<file path="config.mk">
export PLATFORM = sky130hd
export DESIGN_NAME = ysyx_24070014_mem_arbiter
export DESIGN_NICKNAME = d
export VERILOG_FILES = /design/src/rtl/ysyx_24070014_mem_arbiter.sv
export SDC_FILE = /design/constraint.sdc
export NUM_CORES = 1
export LEC_CHECK = 0
export ABC_AREA = 1
export BUFFER_PORTS_ARGS = -buffer_cell sky130_fd_sc_hd__buf_2
export CORE_UTILIZATION = 52
export DETAILED_ROUTE_END_ITERATION = 7
export HOLD_SLACK_MARGIN = 0.15
export PLACE_DENSITY_LB_ADDON = 0.25
export SLEW_MARGIN = 20
export SYNTH_ARGS = -nofsm -noshare
export SYNTH_HDL_FRONTEND = slang
export SYNTH_SLANG_ARGS = --single-unit
</file>
<file path="constraint.sdc">
create_clock -name clk -period 3 [get_ports clk]
set_input_delay 0.45 -clock clk [delete_from_list [all_inputs] [get_ports clk]]
set_output_delay 0.45 -clock clk [all_outputs]
set_load 0.03 [all_outputs]
</file>
<file path="src/rtl/ysyx_24070014_mem_arbiter.sv">
// Arbitrates the single main-memory port between instruction fetch and load/store,
// one outstanding transaction at a time, with round-robin grant and response timeout.
//
// state | meaning
// IDLE  | no transaction; ready offered to the arbitration winner
// REQ   | latched request presented to memory until mem_req_ready
// RSP   | waiting for mem_rsp_valid or timeout
module ysyx_24070014_mem_arbiter #(
    parameter int ADDR_W  = 32,
    parameter int DATA_W  = 32,
    parameter int TIMEOUT = 256
) (
    input  logic                clk,
    input  logic                reset,

    input  logic                ifu_req_valid,
    output logic                ifu_req_ready,
    input  logic [ADDR_W-1:0]   ifu_req_addr,
    output logic                ifu_rsp_valid,
    output logic [DATA_W-1:0]   ifu_rsp_data,
    output logic                ifu_rsp_err,

    input  logic                lsu_req_valid,
    output logic                lsu_req_ready,
    input  logic [ADDR_W-1:0]   lsu_req_addr,
    input  logic                lsu_req_wen,
    input  logic [DATA_W-1:0]   lsu_req_wdata,
    input  logic [DATA_W/8-1:0] lsu_req_wmask,
    output logic                lsu_rsp_valid,
    output logic [DATA_W-1:0]   lsu_rsp_rdata,
    output logic                lsu_rsp_err,

    output logic                mem_req_valid,
    input  logic                mem_req_ready,
    output logic [ADDR_W-1:0]   mem_req_addr,
    output logic                mem_req_wen,
    output logic [DATA_W-1:0]   mem_req_wdata,
    output logic [DATA_W/8-1:0] mem_req_wmask,
    input  logic                mem_rsp_valid,
    input  logic [DATA_W-1:0]   mem_rsp_rdata,

    output logic                busy,
    output logic                spurious_err
);

    localparam int TMR_W = $clog2(TIMEOUT) + 1;
    localparam logic [TMR_W-1:0] TMR_LAST = TMR_W'((TIMEOUT > 0) ? TIMEOUT - 1 : 0);

    typedef enum logic [1:0] {
        IDLE = 2'd0,
        REQ  = 2'd1,
        RSP  = 2'd2
    } state_t;

    state_t           state;
    state_t           state_nxt;
    logic             owner_lsu;
    logic             last_lsu;
    logic [TMR_W-1:0] timer;

    logic grant_ifu;
    logic grant_lsu;
    logic accept;
    logic rsp_hit;
    logic tmo_hit;
    logic done;

    always_ff @(posedge clk or negedge reset) begin
        if (!reset) begin
            state <= IDLE;
        end else begin
            state <= state_nxt;
        end
    end

    always_comb begin
        grant_ifu     = ifu_req_valid && (!lsu_req_valid || last_lsu);
        grant_lsu     = lsu_req_valid && (!ifu_req_valid || !last_lsu);
        // Gated by reset so no ready leaks out while the block is held in reset.
        ifu_req_ready = reset && (state == IDLE) && grant_ifu;
        lsu_req_ready = reset && (state == IDLE) && grant_lsu;
        accept        = ifu_req_ready || lsu_req_ready;
        rsp_hit       = (state == RSP) && mem_rsp_valid;
        tmo_hit       = (TIMEOUT != 0) && (state == RSP) && !mem_rsp_valid && (timer == TMR_LAST);
        done          = rsp_hit || tmo_hit;
        mem_req_valid = (state == REQ);
        busy          = (state != IDLE);
        state_nxt     = state;
        case (state)
            IDLE:    if (accept)        state_nxt = REQ;
            REQ:     if (mem_req_ready) state_nxt = RSP;
            RSP:     if (done)          state_nxt = IDLE;
            default:                    state_nxt = IDLE;
        endcase
    end

    always_ff @(posedge clk or negedge reset) begin
        if (!reset) begin
            owner_lsu     <= 1'b0;
            last_lsu      <= 1'b1;
            timer         <= '0;
            mem_req_addr  <= '0;
            mem_req_wen   <= 1'b0;
            mem_req_wdata <= '0;
            mem_req_wmask <= '0;
            ifu_rsp_valid <= 1'b0;
            ifu_rsp_err   <= 1'b0;
            ifu_rsp_data  <= '0;
            lsu_rsp_valid <= 1'b0;
            lsu_rsp_err   <= 1'b0;
            lsu_rsp_rdata <= '0;
            spurious_err  <= 1'b0;
        end else begin
            ifu_rsp_valid <= done && !owner_lsu;
            ifu_rsp_err   <= tmo_hit && !owner_lsu;
            lsu_rsp_valid <= done && owner_lsu;
            lsu_rsp_err   <= tmo_hit && owner_lsu;
            if (done && !owner_lsu) begin
                ifu_rsp_data <= rsp_hit ? mem_rsp_rdata : '0;
            end
            if (done && owner_lsu) begin
                lsu_rsp_rdata <= rsp_hit ? mem_rsp_rdata : '0;
            end

            if (accept) begin
                owner_lsu <= lsu_req_ready;
                last_lsu  <= lsu_req_ready;
                if (lsu_req_ready) begin
                    mem_req_addr  <= lsu_req_addr;
                    mem_req_wen   <= lsu_req_wen;
                    mem_req_wdata <= lsu_req_wdata;
                    mem_req_wmask <= lsu_req_wmask;
                end else begin
                    mem_req_addr  <= ifu_req_addr;
                    mem_req_wen   <= 1'b0;
                    mem_req_wdata <= '0;
                    mem_req_wmask <= '0;
                end
            end

            // Saturating so a disabled timeout can never wrap into a false match.
            if ((state == REQ) && mem_req_ready) begin
                timer <= '0;
            end else if ((state == RSP) && !mem_rsp_valid && (timer != '1)) begin
                timer <= timer + TMR_W'(1);
            end

            if (mem_rsp_valid && (state != RSP)) begin
                spurious_err <= 1'b1;
            end
        end
    end

endmodule

</file>
==> flow_metrics.tcl <==
set metrics [dict create \
    startpoint "reset" \
    min_period_ns 2.64 \
    drt_pass1_iterations 5 \
    worst_pin_slew_ns 0.970 \
    ant_nets 0 \
    fmax_mhz 379 \
    antenna_found_initial 0 \
    place_ws_ns 0.815 \
    p_sw_mw 4.83 \
    crit_family "buffers and inverters" \
    maxCapViolCount 0 \
    clock_sinks 151 \
    cp-end-kind "flop" \
    synth_cell_types 26 \
    cp.arrival_ns 2.93 \
    die_w_um 116 \
    worstPathRequired_ns 3.30 \
    hp-class "in2reg" \
    place.gp.congestion 0.837 \
    mostFrequentLayoutCells "nand2_1, buf_2, dfrtp_1, inv_1, o21ai_0" \
    start_util_pct 53.5 \
    critPathBufInv 3 \
    num_antenna_cells 0 \
    syn_inst 881 \
    num_rows 41 \
    numCtsBuffers 17 \
    routed_wl_um 18300 \
    drt-initial-drc-count 519 \
    fin_total_pwr_mw 10.7 \
    hp-start "lsu_req_wdata[26]" \
    vias 6453 \
    clk_latency_ns 0.42 \
    first_global_vias 5900 \
    grt_first_pass_wirelength_um 28400 \
    fin_nets 1288 \
    cts_resized 0 \
    internal_power_mw 5.84 \
    slowest_stage "clkinv_2" \
    pwr-share-comb_pct 43.8 \
    area_delta_synth_final_pct 32.7 \
    wire_per_inst_um 13.8 \
    grt_use_total_pct 27.7 \
    grt_max_degree 71 \
    maxSlewHeadroom_pct 35.4 \
    htree_levels 4 \
    synth-seq-cells 151 \
    p_leak_nw 5.45 \
    post_cts_buffers 0 \
    sequentialPowerShare_pct 32.5 \
    fin_setup_tns_ns 0 \
    cts.clk_slew.worst_paths_ns 0.06 \
    drcViolationCount 0 \
    synth_nets 1023 \
    status "finished, final reports clean" \
    hold_viol 0 \
    drive_gt1_share_pct 28.6 \
    synth_warnings 0 \
    r2r_start "timer[0]" \
    slowest_delay_ns 0.74 \
    port_buffers 280 \
    finalSetupViolCount 0 \
    cts_hold_buf 1 \
    crit_path_start_kind "input pin" \
    coreArea_um2 12700 \
    vias_per_cell 4.85 \
    p_clk_share_pct 23.7 \
    clock_skew_ns 0.00686 \
    cp_common_cell "nand2_1" \
    path_max_fanout 70 \
    period_share_pct 87.9 \
    overflow 0 \
    final_common_cell "nand2_1" \
    num_io_pins 281 \
    slew_viol_final 0 \
    timing.hold.ws_ns 0.227 \
    hpwl_um 12500 \
    ys_seq_area_share_pct 55.7 \
    crit_type "in2reg" \
    path_cells "dlygate4sd3_1 -> buf_6 -> nand3_2 -> a21oi_2 -> clkinv_2 -> nand2_1 -> nand2_1" \
    netlist_area_um2 6780 \
    clockBufferDepth 2 \
    power_density_nw_per_um2 1190 \
    die-height_um 116 \
    avgSynthCellArea_um2 7.70 \
    dieArea_um2 13500 \
    cts_tree "done" \
    rsz0062_at_grt "no" \
    switching_share_pct 45.3 \
    max-vdd-ir-drop_mv 0.689 \
    final.setup.worst_slack_ns 0.364 \
    cts_root_buffer "clkbuf_16" \
]
[cell type report]
| class | count | area, um^2 |
|---|---|---|
| Sequential cell | 151 | 3780 |
| Fill cell | 1098 | 3670 |
| Multi-Input combinational cell | 575 | 2390 |
| Timing Repair Buffer | 290 | 1490 |
| Clock buffer | 20 | 467 |
| Inverter | 111 | 418 |
| Clock inverter | 12 | 244 |
| Tap cell | 172 | 215 |
[sequential cells by signal, indices dropped and copies added (netlist names)]
name,flops
last_lsu,1
lsu_rsp_valid,1
ifu_rsp_err,1
timer,9
lsu_rsp_err,1
spurious_err,1
state,2
ifu_rsp_data,32
ifu_rsp_valid,1
mem_req_wen,1
mem_req_wdata,32
lsu_rsp_rdata,32
mem_req_wmask,4
mem_req_addr,32
owner_lsu,1
[stage by stage]
step,util (%),instance area (um^2),cells
2_1_floorplan,-,6780,881
3_3_place_gp,65.4,8280,1298
3_5_place_dp,65.4,8280,1298
4_1_cts,71.0,9000,1331
5_1_grt,71.0,9000,1331
6_report,71.0,9000,1331
[power by group through the flow]
| stage | clock (mW) | sequential, mW | combinational [mW] |
|---|---|---|---|
| after floorplan | 0 | 5.16 | 1.46 |
| after global placement | 0 | 3.46 | 4.59 |
| after detailed placement | 0 | 3.47 | 4.68 |
| after CTS | 2.58 | 3.46 | 4.70 |
| after global routing | 2.66 | 3.57 | 5.08 |
| final | 2.53 | 3.47 | 4.67 |
[path summary, 6_finish.rpt]
check,slack [ns],end,cells past startpoint
worst max-delay path,0.36,mem_req_wdata[20],7
worst min-delay path,0.23,mem_req_wdata[26],3
worst max register to register,0.81,ifu_rsp_data[28],10
min in group asynchronous,0.53,lsu_rsp_rdata[6],2
worst min register to register,0.46,mem_req_wdata[31],2
max in group asynchronous,1.34,mem_req_wdata[18],3
[cells in the mapped netlist]
cell / instances / share of area (%)
o21ai_2: 1 / 0.13
buf_2: 24 / 1.8
a21oi_1: 1 / 0.074
inv_2: 3 / 0.17
dfstp_2: 1 / 0.39
clkbuf_2: 3 / 0.22
ha_1: 3 / 0.55
nor2_4: 1 / 0.17
nand2_2: 1 / 0.092
nor2_1: 47 / 2.6
inv_1: 108 / 6.0
clkbuf_1: 15 / 0.83
o21ai_1: 10 / 0.74
o22ai_1: 1 / 0.092
o21ai_0: 60 / 4.4
o21bai_1: 2 / 0.22
o31ai_1: 1 / 0.11
nor2_2: 1 / 0.092
nand3_1: 41 / 3.0
buf_1: 1 / 0.055
nand3_2: 1 / 0.15
dfrtp_1: 150 / 55
buf_6: 1 / 0.17
a21oi_2: 1 / 0.13
nand2_1: 398 / 22
nand4_1: 5 / 0.46
[tightest hold or removal path: stages]
cell	delay, ns
buf_2	0.08
nand2_1	0.04
nand2_1	0.05
[routing by layer]
layer	up-vias	wire length, um	part of all wire [%]	track usage, %
li1	3187	-	-	-
met1	2979	7630	42	34.2
met2	268	9280	51	47.5
met3	19	1130	6.2	6.95
met4	0	274	1.5	9.83
met5	-	0	0	0
[logic make-up after synthesis]
logic type / share of synthesized area [%]
AO/OA/AOI/OAI: 5.92
adder cells (fa/ha/maj): 0.553
buffers and inverters: 9.19
flip-flops: 55.7
AND/OR/NAND/NOR: 28.6
(Power assumes the default switching activity.)
